File: config.mk
export PLATFORM = sky130hd
export DESIGN_NAME = mem_copy_engine
export DESIGN_NICKNAME = d
export VERILOG_FILES = /design/src/rtl/mem_copy_engine.sv
export SDC_FILE = /design/constraint.sdc
export NUM_CORES = 1
export LEC_CHECK = 0
export ABC_AREA = 1
export ABC_CLOCK_PERIOD_IN_PS = 5600
export CORE_ASPECT_RATIO = 1.25
export CORE_MARGIN = 4
export CORE_UTILIZATION = 50
export DETAILED_ROUTE_END_ITERATION = 8
export PLACE_DENSITY = 0.9
export SLEW_MARGIN = 10
export SYNTH_ARGS = -nofsm -noshare
export SYNTH_HDL_FRONTEND = slang
export SYNTH_SLANG_ARGS = --single-unit
File: constraint.sdc
create_clock -name clock -period 5.6 [get_ports clock]
set_clock_uncertainty 0.2 [all_clocks]
set_input_delay 0.84 -clock clock [delete_from_list [all_inputs] [get_ports clock]]
set_output_delay 0.84 -clock clock [all_outputs]
set_load 0.01 [all_outputs]
File: src/rtl/mem_copy_engine.sv
// mem_copy_engine: ascending word-by-word block copy master, 3 cycles/word.
// Define MEM_COPY_CHECKSUM_EN to add a running sum of copied words.
module mem_copy_engine #(
  parameter int ADDR_W = 16,
  parameter int DATA_W = 16,
  parameter int LEN_W  = 16
) (
  input  logic              clock,
  input  logic              reset,
  input  logic              start,
  input  logic [ADDR_W-1:0] src_addr,
  input  logic [ADDR_W-1:0] dst_addr,
  input  logic [LEN_W-1:0]  length,
  output logic              busy,
  output logic              done,
  output logic [ADDR_W-1:0] mem_addr,
  output logic [DATA_W-1:0] mem_wdata,
  output logic              mem_write,
  input  logic [DATA_W-1:0] mem_rdata
`ifdef MEM_COPY_CHECKSUM_EN
  ,
  output logic [DATA_W-1:0] checksum
`endif
);

  localparam logic [1:0] S_IDLE = 2'd0;
  localparam logic [1:0] S_RD   = 2'd1;
  localparam logic [1:0] S_CAP  = 2'd2;
  localparam logic [1:0] S_WR   = 2'd3;

  logic [1:0]        state;
  logic [ADDR_W-1:0] src_ptr;
  logic [ADDR_W-1:0] dst_ptr;
  logic [LEN_W-1:0]  remaining;
  logic [ADDR_W-1:0] src_nxt;
  logic [ADDR_W-1:0] dst_nxt;
  logic              accept;

  assign src_nxt = src_ptr + 1'b1;
  assign dst_nxt = dst_ptr + 1'b1;
  assign accept  = (state == S_IDLE) && start;

  always_ff @(posedge clock) begin
    if (reset) begin
      state     <= S_IDLE;
      src_ptr   <= '0;
      dst_ptr   <= '0;
      remaining <= '0;
      busy      <= 1'b0;
      done      <= 1'b0;
      mem_addr  <= '0;
      mem_wdata <= '0;
      mem_write <= 1'b0;
    end else begin
      done <= 1'b0;
      unique case (state)
        S_IDLE: begin
          if (start) begin
            if (length != '0) begin
              src_ptr   <= src_addr;
              dst_ptr   <= dst_addr;
              remaining <= length;
              mem_addr  <= src_addr;
              mem_write <= 1'b0;
              busy      <= 1'b1;
              state     <= S_RD;
            end else begin
              done <= 1'b1;
            end
          end
        end
        S_RD: begin
          state <= S_CAP;
        end
        S_CAP: begin
          mem_wdata <= mem_rdata;
          mem_addr  <= dst_ptr;
          mem_write <= 1'b1;
          state     <= S_WR;
        end
        S_WR: begin
          mem_write <= 1'b0;
          src_ptr   <= src_nxt;
          dst_ptr   <= dst_nxt;
          remaining <= remaining - 1'b1;
          if (remaining == LEN_W'(1)) begin
            busy  <= 1'b0;
            done  <= 1'b1;
            state <= S_IDLE;
          end else begin
            mem_addr <= src_nxt;
            state    <= S_RD;
          end
        end
      endcase
    end
  end

`ifdef MEM_COPY_CHECKSUM_EN
  // Zero-length starts also clear the sum, so they report 0.
  always_ff @(posedge clock) begin
    if (reset) begin
      checksum <= '0;
    end else if (accept) begin
      checksum <= '0;
    end else if (state == S_CAP) begin
      checksum <= checksum + mem_rdata;
    end
  end
`endif

endmodule

==> tab_implementation.tex <==
\begin{tabular}{lr}
\hline
Metric & Value \\
\hline
\multicolumn{2}{l}{\textbf{Clock tree}} \\
\quad Master cell of the clock root buffer & clkbuf\_16 \\
\quad Insertion delay to the later sink of the worst-skew pair & 0.34 ns \\
\quad Clock tree from TritonCTS & yes \\
\quad Clock input transition at the sequential cells of the worst setup and hold paths & 0.06 ns \\
\quad Number of levels the H-tree was split into & 3 \\
\quad Hold bufs inserted after CTS & 0 \\
\quad Max Buffers Root-to-Sink & 2 \\
\quad Post-CTS Repair Setup Buffers & 0 \\
\quad Number of gates given a new drive strength after cts & 0 \\
\quad Count of clock tree sinks & 85 \\
\quad Total clock buffers created by CTS & 9 \\
\multicolumn{2}{l}{\textbf{GRT}} \\
\quad Vias in the first global route & 5090 \\
\quad GRT Total Usage & 0.248 \\
\quad Pin count of the biggest net entering global routing & 62 \\
\quad Grt total ovfl & 0 \\
\quad Number of antenna violations at the first check in global routing & 0 \\
\quad First-pass GRT wire length & 24000 µm \\
\multicolumn{2}{l}{\textbf{Final layout}} \\
\quad Final Instance Count excl. Fillers & 1028 \\
\quad Reg area & 1700 µm² \\
\quad Diode insertion count for antenna repair & 0 \\
\quad Area used by multi-input combinational logic & 2930 µm² \\
\quad Area growth, synth to finish & 25.2\% \\
\quad Share of final-layout standard cells stronger than drive strength 1 & 0.0488 \\
\quad Nets & 975 \\
\quad Filler cell count in the final layout & 879 \\
\multicolumn{2}{l}{\textbf{STA}} \\
\quad Worst relative slew slack & 0.184 \\
\quad Final total negative setup slack & 0 ns \\
\quad Post-route fraction of the period consumed by the critical path & 0.592 \\
\quad Total of endpoints with negative setup slack in the final report & 0 \\
\quad Max Clk Rate & 0.301 GHz \\
\quad RSZ-0062 raised after global routing & no \\
\quad Final hold vios & 0 \\
\quad Slew of the pin with the lowest slew margin & 1.22 ns \\
\quad Final worst path period need & 3.32 ns \\
\quad Max Slew Vio Count & 0 \\
\quad Worst setup slack after layout & 2.28 ns \\
\quad Hold Slack & 0.252 ns \\
\multicolumn{2}{l}{\textbf{Detailed routing}} \\
\quad Via count of the routed design & 5577 \\
\quad Antenna Nets Post-Route & 0 \\
\quad Drt drc & 0 \\
\quad Routed len/inst & 14.2 µm \\
\quad Via count normalized by instance count & 5.43 \\
\quad Number of violations reported at the end of detailed-routing iteration 0 & 420 \\
\quad DR pass1 iterations & 6 \\
\quad Total wire length after detailed routing & 14600 µm \\
\multicolumn{2}{l}{\textbf{Floorplanning}} \\
\quad Core region area & 9760 µm² \\
\quad Number of standard-cell rows in the floorplan & 40 \\
\quad Die Span Y & 121 µm \\
\quad Chip Width & 98.0 µm \\
\quad Total I/O pin count & 102 \\
\quad Effective utilization at floorplan & 0.519 \\
\quad DIE AREA & 11800 µm² \\
\multicolumn{2}{l}{\textbf{Synthesis}} \\
\quad Most common cell in the synthesized netlist & nand2\_1 \\
\quad Post-synthesis sequential element count & 85 \\
\quad Number of warnings issued by yosys & 0 \\
\quad Predominant post-synthesis flop cell & dfxtp\_1 \\
\quad Post-synth ARST share & 0 \\
\quad Post-synthesis area per instance & 6.18 µm² \\
\quad Library cells used by synthesis & 35 \\
\quad Netlist area before placement & 5060 µm² \\
\quad Number of enable flip-flop cells after synthesis & 0 \\
\quad Post-synth top cells & 219 x nand2\_1, 165 x nor2\_1, 85 x dfxtp\_1, 61 x inv\_1, 57 x a21oi\_1 \\
\quad Top post-synthesis cells by area & dfxtp\_1 34\%, nand2\_1 16\%, nor2\_1 12\% \\
\quad Post-synth top area share & 0.336 \\
\quad Portion of the post-synthesis area used by sequential elements & 0.336 \\
\quad Cell taking the most area after synthesis & dfxtp\_1 \\
\quad Post-synth net total & 895 \\
\quad Gate count after technology mapping & 819 \\
\multicolumn{2}{l}{\textbf{Power and ir drop}} \\
\quad Leakage & 0.00267 µW \\
\quad Power per cell area & 520 nW/µm² \\
\quad Sw Ratio & 0.453 \\
\quad Power dissipated by switching net loads & 1490 µW \\
\quad Worst IR drop on VDD & 0.442 mV \\
\quad Pwr Total & 3290 µW \\
\quad Internal Pwr Total & 1800 µW \\
\quad Logic gate share of total power & 0.504 \\
\quad Clock power share & 0.167 \\
\quad Share of total power in sequential cells & 0.329 \\
\multicolumn{2}{l}{\textbf{Job}} \\
\quad \# Max-Cap Violations & 0 \\
\multicolumn{2}{l}{\textbf{Critical path}} \\
\quad FF-to-FF Start & state[0]\$\_SDFFE\_PP0P\_ \\
\quad Data arrival time of the worst path & 3.34 ns \\
\quad Maximum fanout count along the critical path & 61 \\
\quad Destination of the worst register-to-register timing path & src\_ptr[9]\$\_SDFFE\_PP0P\_ \\
\quad Setup slack of the worst register-to-register path & 2.54 ns \\
\quad Critical path start-end classification & in2reg \\
\quad Endpoint class of the critical path & flip-flop \\
\quad Critical path launch point type & input port \\
\quad Data required, critical path & 5.63 ns \\
\quad Worst R2R Path Depth & 9 \\
\multicolumn{2}{l}{\textbf{Placement}} \\
\quad Routability cong. & 0.890 \\
\quad Pre-CTS setup slack & 1.98 ns \\
\quad Port Buffer Count & 101 \\
\quad Half-perimeter wire length after placement & 10100 µm \\
\quad Number of cells after detailed placement & 1014 \\
\multicolumn{2}{l}{\textbf{Worst hold path}} \\
\quad Hold EP & busy\$\_SDFFE\_PP0P\_ \\
\quad Number of instances on the worst hold path & 2 \\
\quad Hold crit path type & reg2reg \\
\quad Beginning of the worst hold path & busy\$\_SDFFE\_PP0P\_ \\
\multicolumn{2}{l}{\textbf{Run status}} \\
\quad Result of the run & complete, no violations \\
\hline
\end{tabular}
## critical path: stages
cell and delay [ns]:
clkdlybuf4s50_1 0.48, nor2_1 0.08, nand2_1 0.06, nor2_1 0.06, nand3_2 0.14, nand3_4 0.57, inv_2 0.76, nand2_1 0.10
nor2_1 0.15, nor2_1 0.06
## stage by stage
stage,cell area (µm²),utilization
after global routing,6340,0.650
after floorplan,5060,-
final,6340,0.650
after global placement,6070,0.622
after CTS,6340,0.650
after detailed placement,6070,0.622
## flip-flops by register name (all words and copies together), names as in the netlist
name	cells
dst_ptr	16
mem_addr	16
mem_wdata	16
remaining	16
src_ptr	16
state	2
busy	1
done	1
mem_write	1
## layout make-up
cell class / instances / area share
well taps: 126 / 0.0249
inverters: 63 / 0.0373
clock inverters: 2 / 0.00158
multi-input cells: 634 / 0.462
flip-flops and latches: 85 / 0.268
clock buffers: 12 / 0.0404
repair buffers: 106 / 0.165
## kinds of logic after synthesis
kind of cell             count (synthesis)  synth area share
adder cells (fa/ha/maj)                  9            0.0222
XOR/XNOR                                 3           0.00519
buffers and inverters                  100            0.0860
flip-flops                              85             0.336
AND/OR/NAND/NOR                        474             0.390
AO/OA/AOI/OAI                          148             0.161
## per-layer routing
metal | global-route usage | part of all wire | wire [µm] | vias to the layer above
met5 | 0 | 0 | 0 | -
met4 | 0.113 | 0.037 | 545 | 0
met3 | 0.0490 | 0.072 | 1050 | 47
met2 | 0.434 | 0.50 | 7370 | 242
met1 | 0.291 | 0.39 | 5660 | 2493
li1 | - | - | - | 2795
## placed cells by master (no fill, tap or decap), types with 3 or more instances in the layout
cell type | synthesis | layout
nand4_1 | 10 | 10
nand3_1 | 53 | 53
or2_2 | 3 | 3
a22oi_1 | 5 | 5
nor2_1 | 165 | 165
nand2_1 | 219 | 219
buf_4 | 7 | 5
nor2_2 | 8 | 8
inv_1 | 61 | 61
xor2_1 | 3 | 3
clkdlybuf4s50_1 | 0 | 101
o21ai_1 | 28 | 28
clkbuf_16 | 0 | 9
ha_1 | 9 | 8
dfxtp_1 | 85 | 85
nor3_1 | 6 | 6
a211oi_2 | 5 | 5
o21ai_0 | 44 | 44
a21oi_1 | 57 | 57
## worst max-delay path by stage
stage                     slack [ns]                         to  startpoint  depth (start not counted)
after floorplan                 3.51  remaining[3]$_SDFFE_PP0P_  length[10]                          9
after global placement          2.02    src_ptr[1]$_SDFFE_PP0P_   length[2]                          9
after detailed placement        1.98    src_ptr[2]$_SDFFE_PP0P_   length[2]                          9
after CTS                       2.32    src_ptr[5]$_SDFFE_PP0P_   length[2]                          9
after global routing            2.03    dst_ptr[3]$_SDFFE_PP0P_   length[2]                          9
final                           2.28    src_ptr[9]$_SDFFE_PP0P_   length[2]                         10
## power by group through the flow
stage	logic (µW)	registers, µW	clock network (µW)
4_1_cts	1650	1080	556
3_3_place_gp	1590	1080	0
3_5_place_dp	1630	1090	0
5_1_grt	1860	1120	588
2_1_floorplan	1150	1080	0
6_report	1660	1080	551
(Power assumes the default switching activity.)
